===== config.mk =====
export PLATFORM = sky130hd
export DESIGN_NAME = issue_data_pipe
export DESIGN_NICKNAME = d
export VERILOG_FILES = /design/src/rtl/issue_pkg.sv /design/src/rtl/rob_flush_check.sv /design/src/rtl/issue_data_pipe.sv
export SDC_FILE = /design/constraint.sdc
export NUM_CORES = 1
export LEC_CHECK = 0
export BUFFER_PORTS_ARGS = -buffer_cell sky130_fd_sc_hd__buf_2
export CORE_ASPECT_RATIO = 1.25
export CORE_UTILIZATION = 47
export DETAILED_ROUTE_END_ITERATION = 8
export PLACE_DENSITY = 0.7
export SKIP_CTS_REPAIR_TIMING = 1
export SYNTH_ARGS = -nofsm -noshare
export SYNTH_HDL_FRONTEND = slang
export SYNTH_SLANG_ARGS = --single-unit
export TNS_END_PERCENT = 20

===== constraint.sdc =====
create_clock -name clock -period 3.4 [get_ports clock]
set_clock_uncertainty 0.15 [all_clocks]
set_input_delay 0.34 -clock clock [delete_from_list [all_inputs] [get_ports clock]]
set_output_delay 0.34 -clock clock [all_outputs]
set_load 0.05 [all_outputs]

===== src/rtl/issue_pkg.sv =====
`default_nettype none
// ============================================================================
//  Module      : issue_pkg
//  Description : Shared types, defaults and robIdx age helpers for the
//                issue data pipe (robIdx struct, isAfter, needFlush).
//  Revision    : 1.0  initial release
// ============================================================================
package issue_pkg;

    localparam int DATA_W_DEF  = 64;
    localparam int ROB_W_DEF   = 8;
    // robIdx values are zero-extended to this width before comparing, so any
    // module-level ROB_W up to this value shares the same struct and helpers.
    localparam int ROB_W_MAX   = 32;
    localparam int NUM_ENTRIES = 2;
    localparam int NUM_SRC     = 3;

    typedef struct packed {
        logic                 flag;
        logic [ROB_W_MAX-1:0] value;
    } rob_idx_t;

    // a is younger than b: the flag toggles on every ROB wrap, so a flag
    // mismatch inverts the meaning of the plain value comparison.
    function automatic logic isAfter(input rob_idx_t a, input rob_idx_t b);
        return (a.flag ^ b.flag) ^ (a.value > b.value);
    endfunction

    // An entry dies on a redirect when it is younger than the redirecting
    // instruction, or is that instruction itself and level asks for it.
    function automatic logic needFlush(input rob_idx_t entry,
                                       input rob_idx_t redirect,
                                       input logic     valid,
                                       input logic     level);
        return valid & (isAfter(entry, redirect) | (level & (entry == redirect)));
    endfunction

endpackage
`default_nettype wire


===== src/rtl/rob_flush_check.sv =====
`default_nettype none
// ============================================================================
//  Module      : rob_flush_check
//  Description : Kill decision for one robIdx against the current redirect.
//  Revision    : 1.0  initial release
// ============================================================================
module rob_flush_check
    import issue_pkg::*;
#(
    parameter int ROB_W = ROB_W_DEF
) (
    input  logic             i_entry_flag,
    input  logic [ROB_W-1:0] i_entry_value,
    input  logic             i_redirect_valid,
    input  logic             i_redirect_flag,
    input  logic [ROB_W-1:0] i_redirect_value,
    input  logic             i_redirect_level,
    output logic             o_kill
);

    rob_idx_t w_entry;
    rob_idx_t w_redirect;

    // Widen both indices into the shared struct and evaluate the kill rule.
    always_comb begin
        w_entry.flag     = i_entry_flag;
        w_entry.value    = ROB_W_MAX'(i_entry_value);
        w_redirect.flag  = i_redirect_flag;
        w_redirect.value = ROB_W_MAX'(i_redirect_value);
        o_kill           = needFlush(w_entry, w_redirect, i_redirect_valid, i_redirect_level);
    end

endmodule
`default_nettype wire


===== src/rtl/issue_data_pipe.sv =====
`default_nettype none
// ============================================================================
//  Module      : issue_data_pipe
//  Description : Two-entry in-order skid buffer between immediate extraction
//                and the execution unit, with redirect-based entry killing.
//                Optional feature macro: ISSUE_DATA_PIPE_PERF_EN adds
//                saturating flush and stall performance counters.
//  Revision    : 1.0  initial release
// ============================================================================
module issue_data_pipe
    import issue_pkg::*;
#(
    parameter int DATA_W = DATA_W_DEF,
    parameter int ROB_W  = ROB_W_DEF
) (
    input  logic              clock,
    input  logic              reset,
    input  logic              io_enq_valid,
    output logic              io_enq_ready,
    input  logic [DATA_W-1:0] io_enq_data_0,
    input  logic [DATA_W-1:0] io_enq_data_1,
    input  logic [DATA_W-1:0] io_enq_data_2,
    input  logic              io_enq_robIdx_flag,
    input  logic [ROB_W-1:0]  io_enq_robIdx_value,
    output logic              io_deq_valid,
    input  logic              io_deq_ready,
    output logic [DATA_W-1:0] io_deq_data_0,
    output logic [DATA_W-1:0] io_deq_data_1,
    output logic [DATA_W-1:0] io_deq_data_2,
    output logic              io_deq_robIdx_flag,
    output logic [ROB_W-1:0]  io_deq_robIdx_value,
    input  logic              io_redirect_valid,
    input  logic              io_redirect_robIdx_flag,
    input  logic [ROB_W-1:0]  io_redirect_robIdx_value,
    input  logic              io_redirect_level
`ifdef ISSUE_DATA_PIPE_PERF_EN
    ,
    output logic [15:0]       io_perf_flushCnt,
    output logic [15:0]       io_perf_stallCnt
`endif
);

    // Entry payload layout: {flag, value, data_2, data_1, data_0}
    localparam int PAY_W    = NUM_SRC * DATA_W + ROB_W + 1;
    localparam int VAL_LSB  = NUM_SRC * DATA_W;
    localparam int FLAG_BIT = PAY_W - 1;

    logic [NUM_ENTRIES-1:0][PAY_W-1:0] payload_q;
    logic [NUM_ENTRIES-1:0][PAY_W-1:0] payload_d;
    logic [NUM_ENTRIES-1:0]            valid_q;
    logic [NUM_ENTRIES-1:0]            valid_d;

    logic [NUM_ENTRIES-1:0] w_kill_entry;
    logic                   w_kill_enq;
    logic [PAY_W-1:0]       w_enq_payload;
    logic                   w_deq_fire;
    logic                   w_enq_fire;
    logic                   w_head_kill;
    logic                   w_head_keep;
    logic                   w_tail_keep;
    logic                   w_enq_keep;

    assign w_enq_payload = {io_enq_robIdx_flag, io_enq_robIdx_value,
                            io_enq_data_2, io_enq_data_1, io_enq_data_0};

    // One kill checker per resident entry.
    generate
        for (genvar gi = 0; gi < NUM_ENTRIES; gi++) begin : g_entry_chk
            rob_flush_check #(
                .ROB_W (ROB_W)
            ) u_chk (
                .i_entry_flag     (payload_q[gi][FLAG_BIT]),
                .i_entry_value    (payload_q[gi][VAL_LSB +: ROB_W]),
                .i_redirect_valid (io_redirect_valid),
                .i_redirect_flag  (io_redirect_robIdx_flag),
                .i_redirect_value (io_redirect_robIdx_value),
                .i_redirect_level (io_redirect_level),
                .o_kill           (w_kill_entry[gi])
            );
        end
    endgenerate

    // Kill checker for the entry arriving this cycle.
    rob_flush_check #(
        .ROB_W (ROB_W)
    ) u_enq_chk (
        .i_entry_flag     (io_enq_robIdx_flag),
        .i_entry_value    (io_enq_robIdx_value),
        .i_redirect_valid (io_redirect_valid),
        .i_redirect_flag  (io_redirect_robIdx_flag),
        .i_redirect_value (io_redirect_robIdx_value),
        .i_redirect_level (io_redirect_level),
        .o_kill           (w_kill_enq)
    );

    // Ready and valid come straight from flops; no path from io_deq_ready.
    assign io_enq_ready        = ~valid_q[1];
    assign io_deq_valid        = valid_q[0];
    assign io_deq_data_0       = payload_q[0][0 +: DATA_W];
    assign io_deq_data_1       = payload_q[0][DATA_W +: DATA_W];
    assign io_deq_data_2       = payload_q[0][2*DATA_W +: DATA_W];
    assign io_deq_robIdx_value = payload_q[0][VAL_LSB +: ROB_W];
    assign io_deq_robIdx_flag  = payload_q[0][FLAG_BIT];

    // Classify each candidate (head, tail, incoming) as surviving or not.
    // A killed head implies the younger tail dies with it.
    always_comb begin
        w_deq_fire  = valid_q[0] & io_deq_ready;
        w_enq_fire  = io_enq_valid & ~valid_q[1];
        w_head_kill = valid_q[0] & ~w_deq_fire & w_kill_entry[0];
        w_head_keep = valid_q[0] & ~w_deq_fire & ~w_kill_entry[0];
        w_tail_keep = valid_q[1] & ~w_kill_entry[1] & ~w_head_kill;
        w_enq_keep  = w_enq_fire & ~w_kill_enq;
    end

    // Compact survivors in age order into slot 0 then slot 1.
    always_comb begin
        valid_d   = valid_q;
        payload_d = payload_q;

        valid_d[0] = w_head_keep | w_tail_keep | w_enq_keep;
        if (!w_head_keep) begin
            if (w_tail_keep) begin
                payload_d[0] = payload_q[1];
            end else if (w_enq_keep) begin
                payload_d[0] = w_enq_payload;
            end
        end

        valid_d[1] = (w_head_keep & w_tail_keep) |
                     ((w_head_keep | w_tail_keep) & w_enq_keep);
        if (!(w_head_keep & w_tail_keep) && (w_head_keep | w_tail_keep) && w_enq_keep) begin
            payload_d[1] = w_enq_payload;
        end
    end

    // Entry storage; reset discards everything including in-flight writes.
    always_ff @(posedge clock or negedge reset) begin
        if (!reset) begin
            valid_q   <= '0;
            payload_q <= '0;
        end else begin
            valid_q   <= valid_d;
            payload_q <= payload_d;
        end
    end

`ifdef ISSUE_DATA_PIPE_PERF_EN
    logic [15:0] flush_cnt_q;
    logic [15:0] flush_cnt_d;
    logic [15:0] stall_cnt_q;
    logic [15:0] stall_cnt_d;
    logic [1:0]  w_flush_inc;
    logic [16:0] w_flush_sum;
    logic        w_tail_kill;
    logic        w_enq_drop;

    // Saturating counters: entries lost to redirects and cycles stalled.
    always_comb begin
        w_tail_kill = valid_q[1] & ~w_tail_keep;
        w_enq_drop  = w_enq_fire & w_kill_enq;
        w_flush_inc = 2'(w_head_kill) + 2'(w_tail_kill) + 2'(w_enq_drop);
        w_flush_sum = {1'b0, flush_cnt_q} + 17'(w_flush_inc);
        flush_cnt_d = w_flush_sum[16] ? 16'hFFFF : w_flush_sum[15:0];
        stall_cnt_d = stall_cnt_q;
        if (valid_q[0] && !io_deq_ready && (stall_cnt_q != 16'hFFFF)) begin
            stall_cnt_d = stall_cnt_q + 16'd1;
        end
    end

    // Performance counter registers.
    always_ff @(posedge clock or negedge reset) begin
        if (!reset) begin
            flush_cnt_q <= '0;
            stall_cnt_q <= '0;
        end else begin
            flush_cnt_q <= flush_cnt_d;
            stall_cnt_q <= stall_cnt_d;
        end
    end

    assign io_perf_flushCnt = flush_cnt_q;
    assign io_perf_stallCnt = stall_cnt_q;
`endif

endmodule
`default_nettype wire


==> flow_metrics.py, run 1 <==
metrics = {
    "power_and_ir_drop": {
        "clkPwrFrac_pct": 16.7,
        "power.switching_w": 0.0115,
        "switching_share_pct": 42.8,
        "seq_power_share_pct": 33.1,
        "vdd_drop_max_uv": 621,
        "internal_power_w": 0.0154,
        "power_density_mw_per_mm2": 1110,
        "p_comb_share_pct": 50.2,
        "p_leak_nw": 11.3,
    },
    "critical_path": {
        "worst-path-max-fanout": 115,
        "cp_top_family": "compound AO/OA/AOI/OAI gates",
        "path_cells": "dlygate4sd3_1 > buf_2 > ha_1 > nand4_1 > o41ai_1 > a31oi_4 > buf_12 > or3_1 > o221a_2",
        "startpoint": "io_enq_robIdx_value[7]",
        "cp_slowest_cell": "o41ai_1",
        "critPathKind": "primary input to register",
        "crit_arrival_ns": 3.50,
        "endpoint_kind": "register",
        "max_stage_delay_ns": 0.65,
        "start_kind": "primary input",
        "r2r_start": "io_deq_robIdx_value[2]",
        "required_ns": 3.66,
        "timing.critical_path.buf_inv": 3,
    },
    "grt": {
        "grt_start_max_net_pins": 116,
        "grt_pass1_vias": 12900,
        "grt_pass1_wl_mm": 74.8,
        "antenna_found_initial": 3,
        "grt_overflow": 0,
        "track_usage_pct": 22.3,
    },
    "place": {
        "place_hpwl_mm": 30.9,
        "dp_slack_ns": 0.101,
        "gp_congestion": 0.813,
        "portBuffers": 418,
    },
    "clock_tree": {
        "clock-sinks": 404,
        "clk_path_buf_depth": 3,
        "cts_tree": "built",
        "clkTransAtPathRegs_ns": 0.06,
        "htreeDepth": 2,
        "clk_latency_ns": 0.55,
        "numCtsBuffers": 41,
        "root_buffer": "clkbuf_16",
    },
    "route": {
        "drc": 0,
        "drt_iter0_markers": 876,
        "drt_wl_total_mm": 51.6,
        "drt_pass1_iterations": 5,
        "via_per_inst": 5.64,
        "vias": 13500,
        "ant_nets": 0,
        "wl_per_cell_um": 21.5,
    },
    "final_layout": {
        "synthToLayoutAreaGrowth_pct": 24.3,
        "nets": 2056,
        "drive_gt1_share_pct": 50.4,
        "fillers": 3120,
    },
    "sta": {
        "setup_viol_count_final": 0,
        "max_freq_ghz": 0.309,
        "setup-tns-final_ns": 0,
        "tightest_slew_ns": 0.820,
        "finalHoldViolCount": 0,
        "min_period_ns": 3.24,
        "timing.final.crit_share_pct": 95.2,
        "max_slew_margin_pct": 45.3,
        "worst_slack_ns": 0.164,
        "slew_violations": 0,
    },
    "floorplanning": {
        "die_x_um": 184,
        "coreArea_sq_mm": 0.0410,
        "fp.dieArea_sq_mm": 0.0423,
        "dieHeight_um": 230,
        "rows": 83,
        "io_pins": 419,
        "initial_utilization_pct": 47.5,
    },
    "run": {
        "maxCapViolCount": 0,
    },
    "yosys": {
        "ys_seq_area_share_pct": 51.9,
        "async_flop_share_pct": 100,
        "synth_edf_count": 0,
        "synth_cells": 1420,
        "yosysUniqueCellTypes": 41,
        "yosys_warnings": 0,
        "ys_seq_elements": 404,
        "netlist_area_sq_mm": 0.0195,
        "synth_fp_nets": 1661,
        "synthFlopType": "dfrtp_1",
        "syn_area_per_cell_sq_um": 13.7,
    },
    "hold_path": {
        "hold_class": "primary input to register",
        "holdCritStartpoint": "io_enq_valid",
    },
    "run_status": {
        "status": "finished, final reports clean",
    },
}
[worst min-delay path: cells and delay by family]
family          cells  cell delay (ns)
simple gates        1             0.08
compound gates      1             0.19
buf+inv             1             0.13
[metal layers]
layer	track usage [%]	vias to the layer above	routed length, um	share of wire (%)
met2	35.3	567	25300	49
li1	-	5914	-	-
met1	29.3	6930	21400	41
met3	6.06	110	3460	6.7
met4	7.58	0	1460	2.8
met5	0	-	0	0
[flip-flops by register name, summed over array words and instances, names as in the netlist]
name,count
io_deq_robIdx_flag,1
io_deq_data_2,64
valid_q,2
payload_q,201
io_deq_data_1,64
io_deq_robIdx_value,8
io_deq_data_0,64
[placed cells by master, fill, tap and decap left out, types with 2 or more instances in the layout]
cell type,count
xor2_1,3
nand3_1,2
buf_12,27
a21oi_1,11
clkbuf_1,10
inv_1,14
mux2_4,189
o211ai_1,2
nor2b_1,2
bufinv_16,2
clkinv_2,8
nand4_1,6
diode_2,4
buf_4,14
nand2_1,3
dlygate4sd3_1,202
nand4b_1,2
buf_2,417
ha_1,25
o221a_2,201
o21ai_0,5
clkbuf_16,43
o41ai_1,2
nand2b_1,5
clkbuf_8,7
or3_1,201
nor2_1,4
mux2_2,11
a31oi_1,2
dfrtp_1,404
[logic make-up (layout without fill, tap and decap cells)]
family,Yosys count,count (layout),share of synthesized area [%]
flip-flops,404,404,51.9
buffers and inverters,324,747,11.1
AO/OA/AOI/OAI,232,232,12.6
AND/OR/NAND/NOR,231,231,7.41
multiplexers,201,201,15.3
adder cells (fa/ha/maj),25,25,1.61
XOR/XNOR,3,3,0.135
other,0,4,0
[per-stage QoR]
stage / power [W] / utilization, % / hold WS [ns] / cell area, sq um / std cells
final: 0.0269 / 59.0 / 0.0980 / 24200 / 2399
after detailed placement: 0.0221 / 50.8 / 0.297 / 20900 / 2122
after global routing: 0.0281 / 59.0 / 0.123 / 24200 / 2398
after CTS: 0.0267 / 54.0 / -0.277 / 22200 / 2193
after global placement: 0.0218 / 50.8 / 0.291 / 20900 / 2122
after floorplan: 0.0204 / - / -0.106 / 19500 / 1420
[path summary, 6_finish.rpt]
check / endpoint / slack [ns] / cells past startpoint
worst max register to register: payload_q[222] / 0.20 / 12
worst min register to register: payload_q[207] / 0.36 / 1
max in group asynchronous: payload_q[216] / 1.82 / 3
worst max-delay path: io_deq_data_0[48] / 0.16 / 9
min in group asynchronous: payload_q[294] / 0.31 / 2
worst min-delay path: valid_q[0] / 0.1 / 3
[synthesized netlist by cell type, types with 2 or more instances]
cell type  number  share of area [%]
nor2b_1         2              0.064
nand2_1         3              0.058
inv_1          14               0.27
nand3_1         2              0.051
buf_6          21                1.2
o41ai_1         2              0.090
o221a_2       201                 12
o211ai_1        2              0.077
mux2_4        189                 15
clkbuf_1       62                1.2
a21oi_1        11               0.28
a31oi_1         2              0.064
buf_4         200                7.7
ha_1           25                1.6
nand2b_1        5               0.16
nor2_1          4              0.077
or3_1         201                6.5
dfrtp_1       404                 52
xor2_1          3               0.13
o21ai_0         5               0.13
nand4_1         6               0.19
buf_2          26               0.67
nand4b_1        2              0.090
mux2_2         11               0.64
[power groups by stage]
stage               logic, W  registers [W]  clock network [W]
detailed placement    0.0133        0.00881                  0
global route          0.0142        0.00913            0.00478
floorplan             0.0120        0.00840                  0
global placement      0.0130        0.00873                  0
CTS                   0.0133        0.00882            0.00459
finish                0.0135        0.00891            0.00449
[cell type report]
| class | count | area [sq um] | area share [%] |
|---|---|---|---|
| Tap cell | 552 | 691 | 2.85 |
| Sequential cell | 404 | 10100 | 41.8 |
| Clock inverter | 11 | 109 | 0.450 |
| Timing Repair Buffer | 662 | 4780 | 19.7 |
| Inverter | 14 | 52.6 | 0.217 |
| Multi-Input combinational cell | 692 | 7250 | 29.9 |
| Antenna cell | 4 | 10.0 | 0.0413 |
| Clock buffer | 60 | 1210 | 5.00 |
Note: power is estimated with default switching activity, not from simulation.
==> inputs of run 2 (changes only) <==
Settings changed: REMOVE_ABC_BUFFERS from default to 1, SETUP_SLACK_MARGIN from default to 0.5.
==> run 2 against run 1 <==
  * Flip-flop and latch count unchanged
  * Sequential share of layout area decreased by 1.4 points
  * Sequential power about the same
  * Global-route usage increased by 0.17 points
  * Wire length increased by 1.8%
  * Die area unchanged
  * Non-clock buffer count increased by 41
  * Critical path depth increased by 4
  * Register-to-register slack improved by 0.05 ns
  * Clock power increased by 12%
==> flow_metrics.py, run 2 (same netlist as run 1, synthesis figures left out) <==
metrics = {
    "final_layout": {
        "design_area_sq_mm": 0.0251,
        "final_util_pct": 61.1,
        "mostFrequentLayoutCells": "buf_2, dfrtp_1, dlygate4sd3_1",
        "synthToLayoutAreaGrowth_pct": 28.7,
        "drive_gt1_share_pct": 52.4,
        "nets": 2099,
        "final_common_cell": "buf_2",
        "fillers": 3002,
        "regMostFlops": "payload_q",
        "largest_reg_flops": 201,
    },
    "power_and_ir_drop": {
        "vdd_drop_max_uv": 706,
        "power_density_mw_per_mm2": 1110,
        "p_leak_nw": 11.7,
        "power_w": 0.0280,
    },
    "route": {
        "ant_nets": 0,
        "drt_wl_total_mm": 52.5,
        "route.met2.wl_mm": 26.5,
        "drt_pass1_iterations": 5,
        "via_per_inst": 5.56,
        "wl_met1_mm": 21.4,
        "dr_wl_met3_mm": 2.70,
        "drc": 0,
        "vias": 13600,
        "routed.top_layer": "met5",
        "drt_iter0_markers": 955,
        "wl_per_cell_um": 21.5,
    },
    "grt": {
        "antenna_found_initial": 5,
        "grt_start_max_net_pins": 113,
        "grt_pass1_vias": 13000,
        "grt_overflow": 0,
        "grt_pass1_wl_mm": 75.1,
        "track_usage_pct": 22.4,
    },
    "sta": {
        "min_period_ns": 3.15,
        "fin_hold_ws_ns": 0.0393,
        "tightest_slew_ns": 0.927,
        "setup_viol_count_final": 0,
        "grt_setup_unrepaired": "true",
        "max_freq_ghz": 0.318,
        "timing.final.crit_share_pct": 92.6,
        "slew_violations": 0,
        "finalHoldViolCount": 0,
        "setup-tns-final_ns": 0,
        "max_slew_margin_pct": 38.2,
    },
    "run": {
        "maxCapViolCount": 0,
    },
    "hold_path": {
        "hold_class": "primary input to register",
    },
    "clock_tree": {
        "numCtsBuffers": 43,
        "cts_tree": "built",
        "clkTransAtPathRegs_ns": 0.06,
        "htreeDepth": 2,
        "clk_latency_ns": 0.54,
        "root_buffer": "clkbuf_16",
        "clk_path_buf_depth": 3,
        "clock-sinks": 404,
    },
    "run_status": {
        "status": "finished, final reports clean",
    },
    "floorplanning": {
        "rows": 83,
        "coreArea_sq_mm": 0.0410,
        "io_pins": 419,
        "fp.dieArea_sq_mm": 0.0423,
        "die_x_um": 184,
        "dieHeight_um": 230,
        "initial_utilization_pct": 47.5,
    },
    "critical_path": {
        "critPathKind": "register to register",
        "start_kind": "register",
        "required_ns": 3.68,
        "endpoint_kind": "register",
        "crit_arrival_ns": 3.42,
        "worst-path-max-fanout": 5,
    },
    "place": {
        "gp_congestion": 0.826,
        "place_area_sq_mm": 0.0210,
        "place_hpwl_mm": 30.6,
        "portBuffers": 418,
    },
}
run 2: cell types whose count changed in the layout (fill, tap and decap cells not counted), sizes merged:
cell,before,now
inv,15,14
bufinv,2,5
buf,460,492
clkbuf,60,71
clkinv,8,10
clkinvlp,0,1
run 2: worst paths after layout:
path | depth (start not counted) | start | end | slack (ns)
min in group asynchronous | 2 | reset | io_deq_data_2[29] | 0.31
max in group asynchronous | 3 | reset | io_deq_data_1[57] | 1.78
max reg2reg | 13 | io_deq_robIdx_value[3] | payload_q[351] | 0.25
min | 3 | io_enq_robIdx_value[0] | io_deq_robIdx_value[0] | 0.04
min reg2reg | 1 | payload_q[319] | payload_q[319] | 0.36
max | 13 | io_deq_robIdx_value[3] | payload_q[351] | 0.25
run 2: per-layer routing:
layer / vias up / track usage (%)
li1: 5999 / -
met1: 6961 / 29.0
met2: 513 / 36.3
met3: 121 / 4.31
met4: 2 / 10.2
met5: - / 0
run 2: where the power goes:
group | total, W | internal [W] | switching (W)
sequential | 0.00890 | 0.00732 | 0.00158
clock | 0.00502 | 0.00306 | 0.00196
combinational | 0.0140 | 0.00585 | 0.00819
total | 0.0280 | 0.0162 | 0.0117
run 2: layout make-up:
class | instances | area (sq um) | share of cell area (%)
flip-flops and latches | 404 | 10100 | 40.3
diodes | 4 | 10.0 | 0.0399
well taps | 552 | 691 | 2.75
multi-input cells | 692 | 7340 | 29.3
repair buffers | 703 | 5350 | 21.3
clock buffers | 62 | 1310 | 5.22
inverters | 14 | 52.6 | 0.210
clock inverters | 16 | 215 | 0.858
run 2: metrics by stage:
stage	std cells	worst slack, ns
after global placement	2135	0.132
after global routing	2446	0.164
after floorplan	1110	-12.19
after CTS	2213	0.161
final	2447	0.252
after detailed placement	2135	0.105
run 2: critical path: stages, from the launching register on:
cell       delay [ns]
dfrtp_1          0.43
ha_1             0.32
nand4_1          0.17
a21oi_1          0.20
o21ai_0          0.11
o211ai_1         0.17
nand3b_1         0.11
and4b_1          0.23
ha_4             0.28
nand2b_4         0.07
buf_12           0.15
clkbuf_16        0.17
clkbuf_16        0.17
mux2_4           0.30
